[src/rtl/term_pkg.sv]
// Shared geometry, character constants, FSM state type and the
// physical-address helper for the terminal character memory writer.
// Optional feature macro: TERM_MEM_CLR_EN adds the CLR_ALL state.
package term_pkg;

  localparam int COLS      = 40;
  localparam int ROWS      = 24;
  localparam int CHAR_W    = 6;
  localparam int MEM_DEPTH = 1024;

  localparam int COL_W = $clog2(COLS);
  localparam int ROW_W = $clog2(ROWS);
  localparam int POS_W = $clog2(MEM_DEPTH);

  localparam logic [6:0]       ASCII_CR  = 7'h0D;
  localparam logic [5:0]       SPACE6    = 6'h20;
  localparam logic [ROW_W:0]   ROWS_EXT  = (ROW_W+1)'(ROWS);

`ifdef TERM_MEM_CLR_EN
  typedef enum logic [2:0] {IDLE, WRITE, NEWLINE, CLR_LINE, CLR_ALL} state_t;
`else
  typedef enum logic [2:0] {IDLE, WRITE, NEWLINE, CLR_LINE} state_t;
`endif

  // Cell index of (row, col) once the screen has been scrolled by top rows.
  function automatic logic [POS_W-1:0] phys_addr(input logic [ROW_W-1:0] top,
                                                 input logic [ROW_W-1:0] row,
                                                 input logic [COL_W-1:0] col);
    logic [ROW_W:0] sum;
    sum = {1'b0, top} + {1'b0, row};
    if (sum >= ROWS_EXT) sum = sum - ROWS_EXT;
    phys_addr = POS_W'(sum) * POS_W'(COLS) + POS_W'(col);
  endfunction

endpackage

[src/rtl/term_mem_writer_if.sv]
// Character handshake and shift-register bank bus.
// Handshake: a character transfers on a clk edge where char_valid and
// char_ready are both high; char_in must be stable while char_valid is high.
// mem_so is the cell currently at the bank output, mem_si the value that
// enters the bank when shift_en advances it on the same edge.
interface term_mem_writer_if;
  import term_pkg::*;

  logic [6:0]        char_in;
  logic              char_valid;
  logic              char_ready;
  logic              shift_en;
  logic [CHAR_W-1:0] mem_so;
  logic [CHAR_W-1:0] mem_si;

  modport master (output char_in, char_valid, shift_en, mem_so,
                  input  char_ready, mem_si);

  modport slave  (input  char_in, char_valid, shift_en, mem_so,
                  output char_ready, mem_si);

endinterface

[src/rtl/term_pos_ctr.sv]
// Tracks which memory cell is at the bank output and flags when that cell
// is the cursor's cell.
module term_pos_ctr
  import term_pkg::*;
(
  input  logic             clk,
  input  logic             rst,
  input  logic             shift_en,
  input  logic [ROW_W-1:0] top_row,
  input  logic [ROW_W-1:0] cursor_row,
  input  logic [COL_W-1:0] cursor_col,
  output logic [POS_W-1:0] pos,
  output logic             cursor_here
);

  logic [POS_W-1:0] cursor_addr;

  // Position follows the bank: one step per strobe, wrapping at the end.
  always_ff @(posedge clk) begin
    if (rst) begin
      pos <= '0;
    end else if (shift_en) begin
      if (pos == POS_W'(MEM_DEPTH-1)) pos <= '0;
      else                            pos <= pos + 1'b1;
    end
  end

  assign cursor_addr = phys_addr(top_row, cursor_row, cursor_col);
  assign cursor_here = (pos == cursor_addr);

endmodule

[src/rtl/term_mem_writer.sv]
// Write and read-back controller for the circulating character memory.
// Recirculates the bank output, substitutes new characters at the cursor
// cell, handles CR, line wrap, scroll via top_row and blank-line fill.
// Optional feature macro: TERM_MEM_CLR_EN (clr_req input, whole-screen clear).
module term_mem_writer
  import term_pkg::*;
(
  input  logic              clk,
  input  logic              rst,
  term_mem_writer_if.slave  bus,
`ifdef TERM_MEM_CLR_EN
  input  logic              clr_req,
`endif
  output logic [COL_W-1:0]  cursor_col,
  output logic [ROW_W-1:0]  cursor_row,
  output logic [ROW_W-1:0]  top_row,
  output logic              cursor_here,
  output logic              busy,
  output state_t            state
);

  state_t            state_next;
  logic [CHAR_W-1:0] char_reg;
  logic [POS_W-1:0]  base;
  logic [POS_W-1:0]  cnt;
  logic [POS_W-1:0]  pos;
  logic [POS_W-1:0]  line_addr;
  logic [5:0]        fold;
  logic              accept;
  logic              is_cr;
  logic              is_print;
  logic              wr_hit;
  logic              line_hit;
`ifdef TERM_MEM_CLR_EN
  logic              all_hit;
`endif

  term_pos_ctr u_pos (
    .clk         (clk),
    .rst         (rst),
    .shift_en    (bus.shift_en),
    .top_row     (top_row),
    .cursor_row  (cursor_row),
    .cursor_col  (cursor_col),
    .pos         (pos),
    .cursor_here (cursor_here)
  );

  // Lower-case letters are folded to upper case by clearing bit 5.
  always_comb begin
    fold = bus.char_in[5:0];
    if (bus.char_in[6:5] == 2'b11) fold[5] = 1'b0;
  end

  assign is_cr    = (bus.char_in == ASCII_CR);
  assign is_print = (bus.char_in[6:5] != 2'b00);
`ifdef TERM_MEM_CLR_EN
  assign accept   = (state == IDLE) && bus.char_valid && !clr_req;
  assign all_hit  = bus.shift_en && (state == CLR_ALL) && (pos == cnt);
`else
  assign accept   = (state == IDLE) && bus.char_valid;
`endif
  assign line_addr = base + cnt;
  assign wr_hit    = bus.shift_en && (state == WRITE) && cursor_here;
  assign line_hit  = bus.shift_en && (state == CLR_LINE) && (pos == line_addr);

  // State register.
  always_ff @(posedge clk) begin
    if (rst) state <= IDLE;
    else     state <= state_next;
  end

  // Next-state decision: classify at acceptance, leave a state once its write lands.
  always_comb begin
    state_next = state;
    unique case (state)
      IDLE: begin
        if (accept) begin
          if (is_cr)         state_next = NEWLINE;
          else if (is_print) state_next = WRITE;
        end
`ifdef TERM_MEM_CLR_EN
        if (clr_req) state_next = CLR_ALL;
`endif
      end
      WRITE: begin
        if (wr_hit) begin
          if (cursor_col == COL_W'(COLS-1)) state_next = NEWLINE;
          else                              state_next = IDLE;
        end
      end
      NEWLINE: begin
        if (cursor_row == ROW_W'(ROWS-1)) state_next = CLR_LINE;
        else                              state_next = IDLE;
      end
      CLR_LINE: begin
        if (line_hit && (cnt == POS_W'(COLS-1))) state_next = IDLE;
      end
`ifdef TERM_MEM_CLR_EN
      CLR_ALL: begin
        if (all_hit && (cnt == POS_W'(COLS*ROWS-1))) state_next = IDLE;
      end
`endif
      default: state_next = IDLE;
    endcase
  end

  // Cursor, scroll offset, held character and clear counters.
  always_ff @(posedge clk) begin
    if (rst) begin
      cursor_col <= '0;
      cursor_row <= '0;
      top_row    <= '0;
      base       <= '0;
      cnt        <= '0;
      char_reg   <= '0;
    end else begin
      unique case (state)
        IDLE: begin
          cnt <= '0;
          if (accept) char_reg <= fold;
        end
        WRITE: begin
          if (wr_hit && (cursor_col != COL_W'(COLS-1))) cursor_col <= cursor_col + 1'b1;
        end
        NEWLINE: begin
          cursor_col <= '0;
          cnt        <= '0;
          if (cursor_row != ROW_W'(ROWS-1)) begin
            cursor_row <= cursor_row + 1'b1;
          end else begin
            // The old top row becomes the new bottom line and is blanked.
            base <= POS_W'(top_row) * POS_W'(COLS);
            if (top_row == ROW_W'(ROWS-1)) top_row <= '0;
            else                           top_row <= top_row + 1'b1;
          end
        end
        CLR_LINE: begin
          if (line_hit) cnt <= cnt + 1'b1;
        end
`ifdef TERM_MEM_CLR_EN
        CLR_ALL: begin
          if (all_hit) begin
            cnt <= cnt + 1'b1;
            if (cnt == POS_W'(COLS*ROWS-1)) begin
              cursor_col <= '0;
              cursor_row <= '0;
              top_row    <= '0;
            end
          end
        end
`endif
        default: cnt <= '0;
      endcase
    end
  end

  // Outputs: recirculate by default; substitute only on a hit, never during reset.
  always_comb begin
    bus.char_ready = (state == IDLE);
    busy           = (state != IDLE);
    bus.mem_si     = bus.mem_so;
    if (!rst) begin
      if (wr_hit)        bus.mem_si = char_reg;
      else if (line_hit) bus.mem_si = SPACE6;
`ifdef TERM_MEM_CLR_EN
      else if (all_hit)  bus.mem_si = SPACE6;
`endif
    end
  end

endmodule

[src/flat_wrapper.sv]
// flat-port wrapper written by rule: the top's interface ports become plain ports
module term_mem_writer_flat import term_pkg::*;
  (clk, rst, cursor_col, cursor_row, top_row, cursor_here, busy, state, bus_char_in, bus_char_valid, bus_shift_en, bus_mem_so, bus_char_ready, bus_mem_si);
  term_mem_writer_if bus_i ();
  input  logic clk;
  input  logic rst;
  output logic [COL_W-1:0] cursor_col;
  output logic [ROW_W-1:0] cursor_row;
  output logic [ROW_W-1:0] top_row;
  output logic cursor_here;
  output logic busy;
  output state_t state;
  input wire logic [$bits(bus_i.char_in)-1:0] bus_char_in;
  input wire logic [$bits(bus_i.char_valid)-1:0] bus_char_valid;
  input wire logic [$bits(bus_i.shift_en)-1:0] bus_shift_en;
  input wire logic [$bits(bus_i.mem_so)-1:0] bus_mem_so;
  output wire logic [$bits(bus_i.char_ready)-1:0] bus_char_ready;
  output wire logic [$bits(bus_i.mem_si)-1:0] bus_mem_si;
  assign bus_i.char_in = bus_char_in;
  assign bus_i.char_valid = bus_char_valid;
  assign bus_i.shift_en = bus_shift_en;
  assign bus_i.mem_so = bus_mem_so;
  assign bus_char_ready = bus_i.char_ready;
  assign bus_mem_si = bus_i.mem_si;
  term_mem_writer u_core (.clk(clk), .rst(rst), .bus(bus_i), .cursor_col(cursor_col), .cursor_row(cursor_row), .top_row(top_row), .cursor_here(cursor_here), .busy(busy), .state(state));
endmodule
[config.mk]
export PLATFORM = sky130hd
export DESIGN_NAME = term_mem_writer_flat
export DESIGN_NICKNAME = d
export VERILOG_FILES = /design/src/rtl/term_pkg.sv /design/src/rtl/term_mem_writer_if.sv /design/src/rtl/term_pos_ctr.sv /design/src/rtl/term_mem_writer.sv /design/src/flat_wrapper.sv
export SDC_FILE = /design/constraint.sdc
export NUM_CORES = 1
export LEC_CHECK = 0
export CORE_UTILIZATION = 49
export CTS_CLUSTER_SIZE = 28
export DETAILED_ROUTE_END_ITERATION = 12
export PLACE_DENSITY = 0.75
export SYNTH_ARGS = -nofsm -noshare
export SYNTH_HDL_FRONTEND = slang
export SYNTH_SLANG_ARGS = --single-unit
export TNS_END_PERCENT = 20
[constraint.sdc]
create_clock -name clk -period 13.3 [get_ports clk]
set_input_delay 2.66 -clock clk [delete_from_list [all_inputs] [get_ports clk]]
set_output_delay 2.66 -clock clk [all_outputs]
set_load 0.02 [all_outputs]
==> results.cfg <==
[clock_network]
tritoncts = built
clk_latency_ns = 0.31
cts_resized = 0
cts_root_buffer = clkbuf_8
max-clock-path-buffers = 2
clk_pin_slew_ns = 0.09
clock-sinks = 51
ctsHoldBuffers = 0
cts_max_level = 2
cts_setup_buffers = 0
cts_buffers = 5

[layout]
fill_cells = 654
top_regs = u_core.cnt x10, u_core.u_pos.pos x10, u_core.base x7
layout-drive-gt1-share = 0.0745
num_antenna_cells = 0
area_growth_pct = 15.5
num-nets-final = 524

[sta]
finalCritPeriodShare = 0.656
setup_viol = 0
fin_tns_setup_ns = 0
hold_viol = 0
timing.hold.ws_ns = 0.483
relSlewSlack = 0.506
fin_crit_ns = 8.72
fin_skew_ns = 0.00930
rsz0062_at_grt = no
fmax_mhz = 115
maxSlewViolCount = 0
worst_pin_slew_ns = 0.737

[synthesis]
yosysWarnings = 0
seq_area_frac_synth = 0.271
synthCells = 439
synth_cell_type_count = 63
syn_avg_cell_area_sq_um = 8.58
yosysMostFrequentCell = dfxtp_1
synth.largest_area_cell = dfxtp_1
syn_area_sq_um = 3760
ys_async_sr_fraction = 0
yosys_register_bits = 51
synth_top_area_share = 0.271
yosys-top-cells-count = 51 x dfxtp_1, 47 x nor2_1, 33 x ha_1, 33 x nand2_1, 28 x xnor2_1
ys_top_cells_by_area = dfxtp_1 27%, ha_1 11%, xnor2_1 6.5%, xor2_1 5.1%, nor2_1 4.7%
synth_edf_count = 0
synth_fp_nets = 494
synth_flop_cell = dfxtp_1

[hold_path]
hold_path.class = reg -> reg
min_to = u_core.char_reg[5]$_SDFFE_PP0P_
min_from = u_core.char_reg[5]$_SDFFE_PP0P_
min_path_cells = 2

[route]
viasPerCell = 5.69
vias = 3238
wl_per_cell_microns = 14.9
dr.pass1.iters = 6
drtAntennaViolNets = 0
drcViolationCount = 0
routed_wl_microns = 8480
drt_iter0_drc = 213

[power_and_ir_drop]
power.density_nw_per_um2 = 79.1
ir_drop_mv = 0.0717
leakage_nw = 1.83

[run]
maxCapViolations = 0

[critical_path]
cp_max_fo = 9
cpMaxStageDelayCell = clkdlybuf4s50_1
critPathTopFamily = adder cells
critPathArrivalTime_ns = 6.06
regToRegStartpoint = u_core.top_row[0]$_SDFFE_PP0P_
critPathBufInv = 2
path_cells = ha_1 > inv_1 > fa_1 > nand2b_2 > a21oi_2 > xor2_2 > ha_1 > o21bai_1 > a221o_2 > ha_1 > fa_1 > nand2_1 > a21oi_1 > xnor2_1 > nor4_4 > nand2_4 > or2_2 > o211ai_1 > clkdlybuf4s50_1
worstSetupPathType = reg -> out
reg2reg_to = u_core.cursor_col[4]$_SDFFE_PP0P_
worst_setup_path_end_kind = output pin
critPathRequiredTime_ns = 10.64
start_kind = flop
r2r_cells = 18
regToRegSetupSlack_ns = 8.09
max_stage_delay_ns = 0.64
path_common_cell = ha_1

[placed_design]
dp_hpwl_microns = 6450
gp_congestion = 0.831
port_buffers = 43

[grt]
antenna_found_initial = 0
grt_use_total = 0.230
grt-ovfl-total = 0
grt_pass1_wl_microns = 14300
first_global_vias = 3000
grt_max_degree = 45

[status]
status = completed

[floorplanning]
die_h_microns = 89.7
die_w_microns = 89.7
fp.coreArea_sq_um = 7330
dieArea_sq_um = 8040
start_util = 0.514
num_rows = 31
ios = 45
## per-stage QoR
stage               instance area (sq um)   util  worst slack, ns  power, mW  std cells
finish                               4350  0.593             4.58      0.344        569
global route                         4350  0.593             4.25      0.360        569
CTS                                  4350  0.593             4.59      0.346        569
detailed placement                   4230  0.577             4.95      0.236        561
global placement                     4230  0.577             5.15      0.234        561
floorplan                            3760      -             5.51      0.209        439
## logic make-up (layout without fill, tap and decap cells)
group                      Yosys count  after routing  share of synthesized area
other                                1              1                   0.000996
and+or+nand+nor                    171            171                      0.239
xor gates and xnor gates            52             52                      0.125
muxes                               17             17                     0.0459
adders and majority gates           38             38                      0.136
buffers and inverters               31             62                     0.0382
AOI/OAI and AO/OA                   78             78                      0.144
DFF                                 51             51                      0.271
## power by group
| group | leakage, nW | internal [mW] | switching [mW] |
|---|---|---|---|
| Clock | 0.0612 | 0.0609 | 0.0506 |
| Sequential | 0.412 | 0.157 | 0.00839 |
| Combinational | 1.35 | 0.0297 | 0.0375 |
| Total | 1.83 | 0.247 | 0.0965 |
## how the worst max path moves through the flow
| stage | startpoint | to | slack, ns | depth (start not counted) |
|---|---|---|---|---|
| 6_report | u_core.top_row[0]$_SDFFE_PP0P_ | bus_mem_si[3] | 4.58 | 19 |
| 5_1_grt | u_core.top_row[0]$_SDFFE_PP0P_ | bus_mem_si[3] | 4.25 | 19 |
| 4_1_cts | u_core.top_row[0]$_SDFFE_PP0P_ | bus_mem_si[3] | 4.59 | 19 |
| 3_5_place_dp | u_core.top_row[0]$_SDFFE_PP0P_ | bus_mem_si[3] | 4.95 | 19 |
| 3_3_place_gp | u_core.top_row[0]$_SDFFE_PP0P_ | bus_mem_si[4] | 5.15 | 19 |
| 2_1_floorplan | u_core.top_row[0]$_SDFFE_PP0P_ | bus_mem_si[0] | 5.51 | 19 |
## worst min-delay path, cell delays in order (launching register included)
cell and delay (ns):
dfxtp_1 0.32, nand2b_1 0.06, a21oi_1 0.05
## per-layer routing
metal  vias to the layer above  wire length, microns  track usage  share of wire
met4                         0                   170       0.0880          0.020
met2                        52                  4030        0.368           0.47
met1                      1536                  4060        0.318           0.48
li1                       1635                     -            -              -
met3                        15                   214       0.0265          0.025
met5                         -                     0            0              0
## layout by cell type (no fill, tap or decap), types with 7 or more instances in the layout
master,count
dfxtp_1,51
nor2_1,47
clkdlybuf4s50_1,43
nand2_1,33
ha_1,33
xnor2_1,28
a21oi_1,24
xor2_1,22
nand3_1,22
mux2i_1,15
nand4_1,14
o211ai_1,13
inv_1,8
or4_1,7
## layout make-up
class | count | area [sq um] | share of cell area
flip-flops and latches | 51 | 1020 | 0.235
inverters | 9 | 33.8 | 0.00777
well taps | 99 | 124 | 0.0285
multi-input cells | 357 | 2610 | 0.599
repair buffers | 45 | 445 | 0.102
clock buffers | 6 | 82.6 | 0.0190
clock inverters | 2 | 35.0 | 0.00806
No activity file was read; power rests on OpenSTA's default activity.
